==> src/rtl/nibble_serial_adder.sv <==
// Wide adder that reuses one 4-bit slice. It adds one nibble per clock and
// registers the carry between nibbles; operands and result use valid/ready handshakes.

module adder_4bit (
  input  logic [3:0] a,
  input  logic [3:0] b,
  input  logic       cin,
  output logic [3:0] sum,
  output logic       cout
);
  assign {cout, sum} = 5'(a) + 5'(b) + 5'(cin);
endmodule

module nibble_serial_adder #(
  parameter int unsigned WIDTH = 16
) (
  input  logic             clk,
  input  logic             rst_n,
  input  logic             in_valid,
  output logic             in_ready,
  input  logic [WIDTH-1:0] a,
  input  logic [WIDTH-1:0] b,
  input  logic             cin,
  output logic             out_valid,
  input  logic             out_ready,
  output logic [WIDTH-1:0] sum,
  output logic             cout,
  output logic             busy
);
  localparam int unsigned N    = WIDTH / 4;
  localparam int unsigned IDXW = (N > 1) ? $clog2(N) : 1;

  typedef enum logic [1:0] {
    IDLE = 2'd0,
    RUN  = 2'd1,
    DONE = 2'd2
  } state_t;

  state_t           state_q, state_d;
  logic [WIDTH-1:0] a_q, a_d;
  logic [WIDTH-1:0] b_q, b_d;
  logic [WIDTH-1:0] sum_q, sum_d;
  logic [IDXW-1:0]  idx_q, idx_d;
  logic             carry_q, carry_d;
  logic             cout_q, cout_d;
  logic             out_valid_q, out_valid_d;
  logic             in_ready_q, in_ready_d;
  logic             busy_q, busy_d;

  logic [IDXW+1:0]  base_c;
  logic [3:0]       add_a_c, add_b_c, add_sum_c;
  logic             add_cout_c;

  // Bit offset of the nibble currently being added.
  assign base_c  = {idx_q, 2'b00};
  assign add_a_c = a_q[base_c +: 4];
  assign add_b_c = b_q[base_c +: 4];

  adder_4bit u_adder (
    .a    (add_a_c),
    .b    (add_b_c),
    .cin  (carry_q),
    .sum  (add_sum_c),
    .cout (add_cout_c)
  );

  always_ff @(posedge clk or negedge rst_n) begin
    if (!rst_n) begin
      state_q     <= IDLE;
      a_q         <= '0;
      b_q         <= '0;
      sum_q       <= '0;
      idx_q       <= '0;
      carry_q     <= 1'b0;
      cout_q      <= 1'b0;
      out_valid_q <= 1'b0;
      in_ready_q  <= 1'b0;
      busy_q      <= 1'b0;
    end else begin
      state_q     <= state_d;
      a_q         <= a_d;
      b_q         <= b_d;
      sum_q       <= sum_d;
      idx_q       <= idx_d;
      carry_q     <= carry_d;
      cout_q      <= cout_d;
      out_valid_q <= out_valid_d;
      in_ready_q  <= in_ready_d;
      busy_q      <= busy_d;
    end
  end

  always_comb begin
    state_d     = state_q;
    a_d         = a_q;
    b_d         = b_q;
    sum_d       = sum_q;
    idx_d       = idx_q;
    carry_d     = carry_q;
    cout_d      = cout_q;
    out_valid_d = out_valid_q;
    case (state_q)
      IDLE: begin
        if (in_valid && in_ready_q) begin
          a_d     = a;
          b_d     = b;
          carry_d = cin;
          idx_d   = '0;
          state_d = RUN;
        end
      end
      RUN: begin
        sum_d[base_c +: 4] = add_sum_c;
        carry_d            = add_cout_c;
        idx_d              = idx_q + IDXW'(1);
        if (idx_q == IDXW'(N - 1)) begin
          cout_d      = add_cout_c;
          out_valid_d = 1'b1;
          state_d     = DONE;
        end
      end
      DONE: begin
        if (out_ready) begin
          out_valid_d = 1'b0;
          state_d     = IDLE;
        end
      end
      default: state_d = IDLE;
    endcase
    in_ready_d = (state_d == IDLE);
    busy_d     = (state_d != IDLE);
  end

  assign in_ready  = in_ready_q;
  assign out_valid = out_valid_q;
  assign sum       = sum_q;
  assign cout      = cout_q;
  assign busy      = busy_q;
endmodule

==> config.mk <==
export PLATFORM = sky130hd
export DESIGN_NAME = nibble_serial_adder
export DESIGN_NICKNAME = d
export VERILOG_FILES = /design/src/rtl/nibble_serial_adder.sv
export SDC_FILE = /design/constraint.sdc
export NUM_CORES = 1
export LEC_CHECK = 0
export CORE_AREA = 2 2 68 70
export DETAILED_ROUTE_END_ITERATION = 6
export DIE_AREA = 0 0 70 72
export DONT_BUFFER_PORTS = 1
export HOLD_SLACK_MARGIN = 0.15
export PLACE_DENSITY = 0.81
export SLEW_MARGIN = 40
export SYNTH_ARGS = -nofsm -noshare
export SYNTH_HDL_FRONTEND = slang
export SYNTH_SLANG_ARGS = --single-unit
export TNS_END_PERCENT = 10
==> constraint.sdc <==
create_clock -name clk -period 2.85 [get_ports clk]
set_clock_uncertainty 0.05 [all_clocks]
set_input_delay 0.57 -clock clk [delete_from_list [all_inputs] [get_ports clk]]
set_output_delay 0.57 -clock clk [all_outputs]
set_load 0.01 [all_outputs]
==> impl_summary.md <==
Clocking
The H-tree was split into 3 levels. Clock latency on the worst-skew pair, taken at its later pin, is 0.34 ns. The CTS tree is yes. The clock root buffer master is sky130_fd_sc_hd__clkbuf_8. In this run the deepest clock path goes through 2 buffers. After clock tree synthesis, the clock-pin slew on the worst setup and hold paths is 0.06 ns.

The clock sink total is 57. Post-CTS repair changed the size of 0 cells. The number of clock buffers inserted by TritonCTS is 9.

Route
The count of nets left with antenna violations once routing finished came out at 0. For this run, the detailed router's first-pass iteration total came to 5. Dividing the detail-routed via count by the number of cells gives 5.99.

The number of remaining DRC errors is 0. In this run, the number of DRC markers left after iteration 0 of detailed routing was just over 100. The detail-routed net length per standard cell is 19.4 um. The via count is 1528.

The total routed wirelength is 4.94 mm.

Final layout
The share of cells above drive strength 1 is between 30% and 40%. The area of the multi-input gates is 0.00110 mm^2. The final-layout fill cell count is about 300. The share of the core filled with cells in the final layout is slightly below 70%. The layout overhead on the synthesized area is 11.5%.

The number of antenna repair diodes is 0. In the layout the commonest cells are sky130_fd_sc_hd__dfrtp_1 (57), sky130_fd_sc_hd__mux2_2 (32), sky130_fd_sc_hd__nand2_1 (19). The commonest non-fill, non-tap cell in the layout is sky130_fd_sc_hd__dfrtp_1.

The layout net count is 246. The combined flip-flop and latch cell area is 0.00143 mm^2.

Global routing
The number of global-route vias before repair came to 1678. Entering global routing, the biggest net connects 58 pins. The first global-routing pass estimated 7.94 mm of wire. The initial antenna violation count was 0.

Global routing used 20.9% of the available tracks across all layers. The global route total overflow is 0.

Timing
Setup violations remaining at the end of the flow were counted as 0. The final clock period utilization by the worst path is ~90%. Setup repair after global routing left no endpoint under its margin. The final hold violation count is 0. The number of max-slew violations in the final report is 0. The transition time at the pin with the least slew margin is 0.520 ns.

The fmax is 0.378 GHz. The worst pin sits at a relative slew slack of 65.3%. The final hold slack is 0.338 ns. The total negative slack is 0 ns. The minimum clock period is ~2.6 ns.

Critical path
The worst setup path is of the flip-flop to flip-flop kind. The signal on the critical path passes through mux4_2 -> fa_1 -> inv_1 -> fa_1 -> inv_1 -> a21o_1 -> a21oi_1 -> o21ai_0. The arrival time at the worst endpoint is 2.80 ns. The cell with the largest stage delay on the worst path is sky130_fd_sc_hd__dfrtp_1. The maximum cell stage delay along the critical path is 0.61 ns.

The type of element launching the critical path is a flip-flop. STA classifies the critical path endpoint as a flip-flop. The data required time at the worst endpoint is 3.01 ns. The largest fanout of any net on the critical path is 10.

Power
IR analysis of the VDD net gives a maximum drop of ~720 uV. Registers are responsible for about 37% of the overall power. In this run the static leakage power is about 0.0013 uW. The cell-internal power is 2530 uW. The net switching power is 1530 uW. Dividing total power by cell area gives a power density of 1400 mW/mm^2. The part of the power in the clock network is 19.6%. In this run switching power makes up 37.7% of total power.

Of the total power, combinational logic draws about 43%.

Hold path
The kind of path behind the tightest hold check is input pin to flip-flop.

Place
Once detailed placement completed, the half-perimeter wirelength came to 3.65 mm. The count of port buffers added during placement is 0. Routability-driven placement finished with a final weighted congestion of ~0.94.

Synth
A synthesized cell averages between 10 and 15 um^2. The synthesized netlist occupies a cell area of 0.00259 mm^2. The Yosys step of the flow raised 0 warnings. The distinct cell type count of the synthesized netlist is 35. When the netlist entered floorplanning its net count stood at about 240.

The synthesis-stage register bit count is 57. For this run, the register share of the synthesized area comes to 55.0%. The cell count after synthesis is 189.

Floorplan
In this run the core area contains 24 standard-cell rows. The area of the core is roughly 0.0043 mm^2. Measured along the y axis, the die boundary spans 72 um. between 50 and 60 I/O pins were placed.

The die span in x is roughly 70 um. The starting density of the core is 60.9%. The full die area is 0.00504 mm^2.

Outcome
The flow ran to the end, and the final reports show no timing, DRC or antenna violations.

Run
Max-cap violations in this run came to 0.
## power groups by stage
stage / Clock (uW) / Sequential (uW) / Combinational (uW)
after floorplan: 0 / 1400 / 1420
after global placement: 0 / 1500 / 1650
after detailed placement: 0 / 1530 / 1720
after CTS: 807 / 1520 / 1760
after global routing: 846 / 1560 / 1920
final: 798 / 1510 / 1760
## cells by family after synthesis
kind of cell,after synthesis,share of synthesized area [%]
simple gates,36,7.52
compound gates,28,7.43
xor+xnor,2,0.675
fa+ha+maj,11,5.88
buf+inv,15,2.70
flops,57,55.0
mux,40,20.8
## final timing paths
check | slack [ns] | startpoint | cells past startpoint | to
worst max register to register | 0.21 | idx_q[0]$_DFFE_PN0P_ | 8 | cout$_DFFE_PN0P_
min in group asynchronous | 0.70 | rst_n | 2 | sum[6]$_DFFE_PN0P_
worst min register to register | 0.45 | b_q[0]$_DFFE_PN0P_ | 1 | b_q[0]$_DFFE_PN0P_
worst max-delay path | 0.21 | idx_q[0]$_DFFE_PN0P_ | 8 | cout$_DFFE_PN0P_
max in group asynchronous | 1.81 | rst_n | 2 | b_q[12]$_DFFE_PN0P_
worst min-delay path | 0.34 | b[9] | 1 | b_q[9]$_DFFE_PN0P_
## metal layers
layer	GRT usage, %	vias up	part of all wire, %
li1	-	697	-
met1	23.3	769	38
met2	36.4	52	53
met3	7.22	10	6.6
met4	9.62	0	2.0
met5	0	-	0
## synthesized netlist by cell type
| master | instances | area share [%] |
|---|---|---|
| sky130_fd_sc_hd__dfrtp_1 | 57 | 55 |
| sky130_fd_sc_hd__mux2_2 | 32 | 14 |
| sky130_fd_sc_hd__nand2_1 | 19 | 2.7 |
| sky130_fd_sc_hd__ha_1 | 9 | 4.3 |
| sky130_fd_sc_hd__o21ai_0 | 9 | 1.7 |
| sky130_fd_sc_hd__inv_1 | 8 | 1.2 |
| sky130_fd_sc_hd__mux4_2 | 8 | 6.9 |
| sky130_fd_sc_hd__a22o_1 | 6 | 2.0 |
| sky130_fd_sc_hd__buf_2 | 5 | 0.96 |
| sky130_fd_sc_hd__a21oi_1 | 4 | 0.77 |
| sky130_fd_sc_hd__nor2_1 | 4 | 0.58 |
| sky130_fd_sc_hd__a21o_1 | 2 | 0.58 |
| sky130_fd_sc_hd__a22o_2 | 2 | 0.77 |
| sky130_fd_sc_hd__fa_1 | 2 | 1.5 |
| sky130_fd_sc_hd__o21ai_2 | 2 | 0.68 |
| sky130_fd_sc_hd__a22oi_1 | 1 | 0.29 |
| sky130_fd_sc_hd__and3_1 | 1 | 0.24 |
| sky130_fd_sc_hd__and3b_1 | 1 | 0.34 |
| sky130_fd_sc_hd__and4bb_2 | 1 | 0.48 |
| sky130_fd_sc_hd__buf_6 | 1 | 0.43 |
| sky130_fd_sc_hd__clkbuf_1 | 1 | 0.14 |
| sky130_fd_sc_hd__nand2_4 | 1 | 0.43 |
| sky130_fd_sc_hd__nand3_1 | 1 | 0.19 |
| sky130_fd_sc_hd__nand3b_1 | 1 | 0.29 |
| sky130_fd_sc_hd__nand4_1 | 1 | 0.24 |
| sky130_fd_sc_hd__nor2b_2 | 1 | 0.34 |
| sky130_fd_sc_hd__nor3_1 | 1 | 0.19 |
| sky130_fd_sc_hd__nor4b_1 | 1 | 0.34 |
| sky130_fd_sc_hd__o21bai_1 | 1 | 0.29 |
| sky130_fd_sc_hd__o31ai_1 | 1 | 0.29 |
| sky130_fd_sc_hd__or2b_1 | 1 | 0.29 |
| sky130_fd_sc_hd__or3_2 | 1 | 0.29 |
| sky130_fd_sc_hd__or4b_4 | 1 | 0.53 |
| sky130_fd_sc_hd__xnor2_1 | 1 | 0.34 |
| sky130_fd_sc_hd__xor2_1 | 1 | 0.34 |
## sequential cells by signal, summed over array words and instances, names as in the netlist
name       flops
b_q           16
state_q        2
cout           1
sum           16
idx_q          2
carry_q        1
in_ready       1
a_q           16
busy           1
out_valid      1
## stage by stage
step / total power (uW) / std cells / worst slack (ns) / area [um^2]
after floorplan: 2820 / 189 / 0.291 / 2590
after global placement: 3150 / 237 / 0.351 / 2640
after detailed placement: 3250 / 237 / 0.219 / 2640
after CTS: 4080 / 255 / 0.215 / 2890
after global routing: 4330 / 255 / 0.0446 / 2890
final: 4060 / 255 / 0.206 / 2890
## critical path: cells and delay by family, from the launching register on
| kind | cells | cell delay (ns) |
|---|---|---|
| adders and majority gates | 2 | 0.64 |
| DFF | 1 | 0.61 |
| muxes | 1 | 0.58 |
| AOI/OAI and AO/OA | 3 | 0.49 |
| buffers and inverters | 2 | 0.14 |
## cell type report
type | count | share of cell area, %
Inverter | 8 | 1.04
Tap cell | 52 | 2.25
Clock buffer | 10 | 4.41
Multi-Input combinational cell | 117 | 38.1
Timing Repair Buffer | 5 | 2.08
Sequential cell | 57 | 49.3
Clock inverter | 6 | 2.85
## what timing repair did
| action | CTS | global route |
|---|---|---|
| hold buffers | 2 | 0 |
| hold endpoints to repair | 57 | 0 |
| setup buffers | 0 | 0 |
No activity file was read; power rests on OpenSTA's default activity.
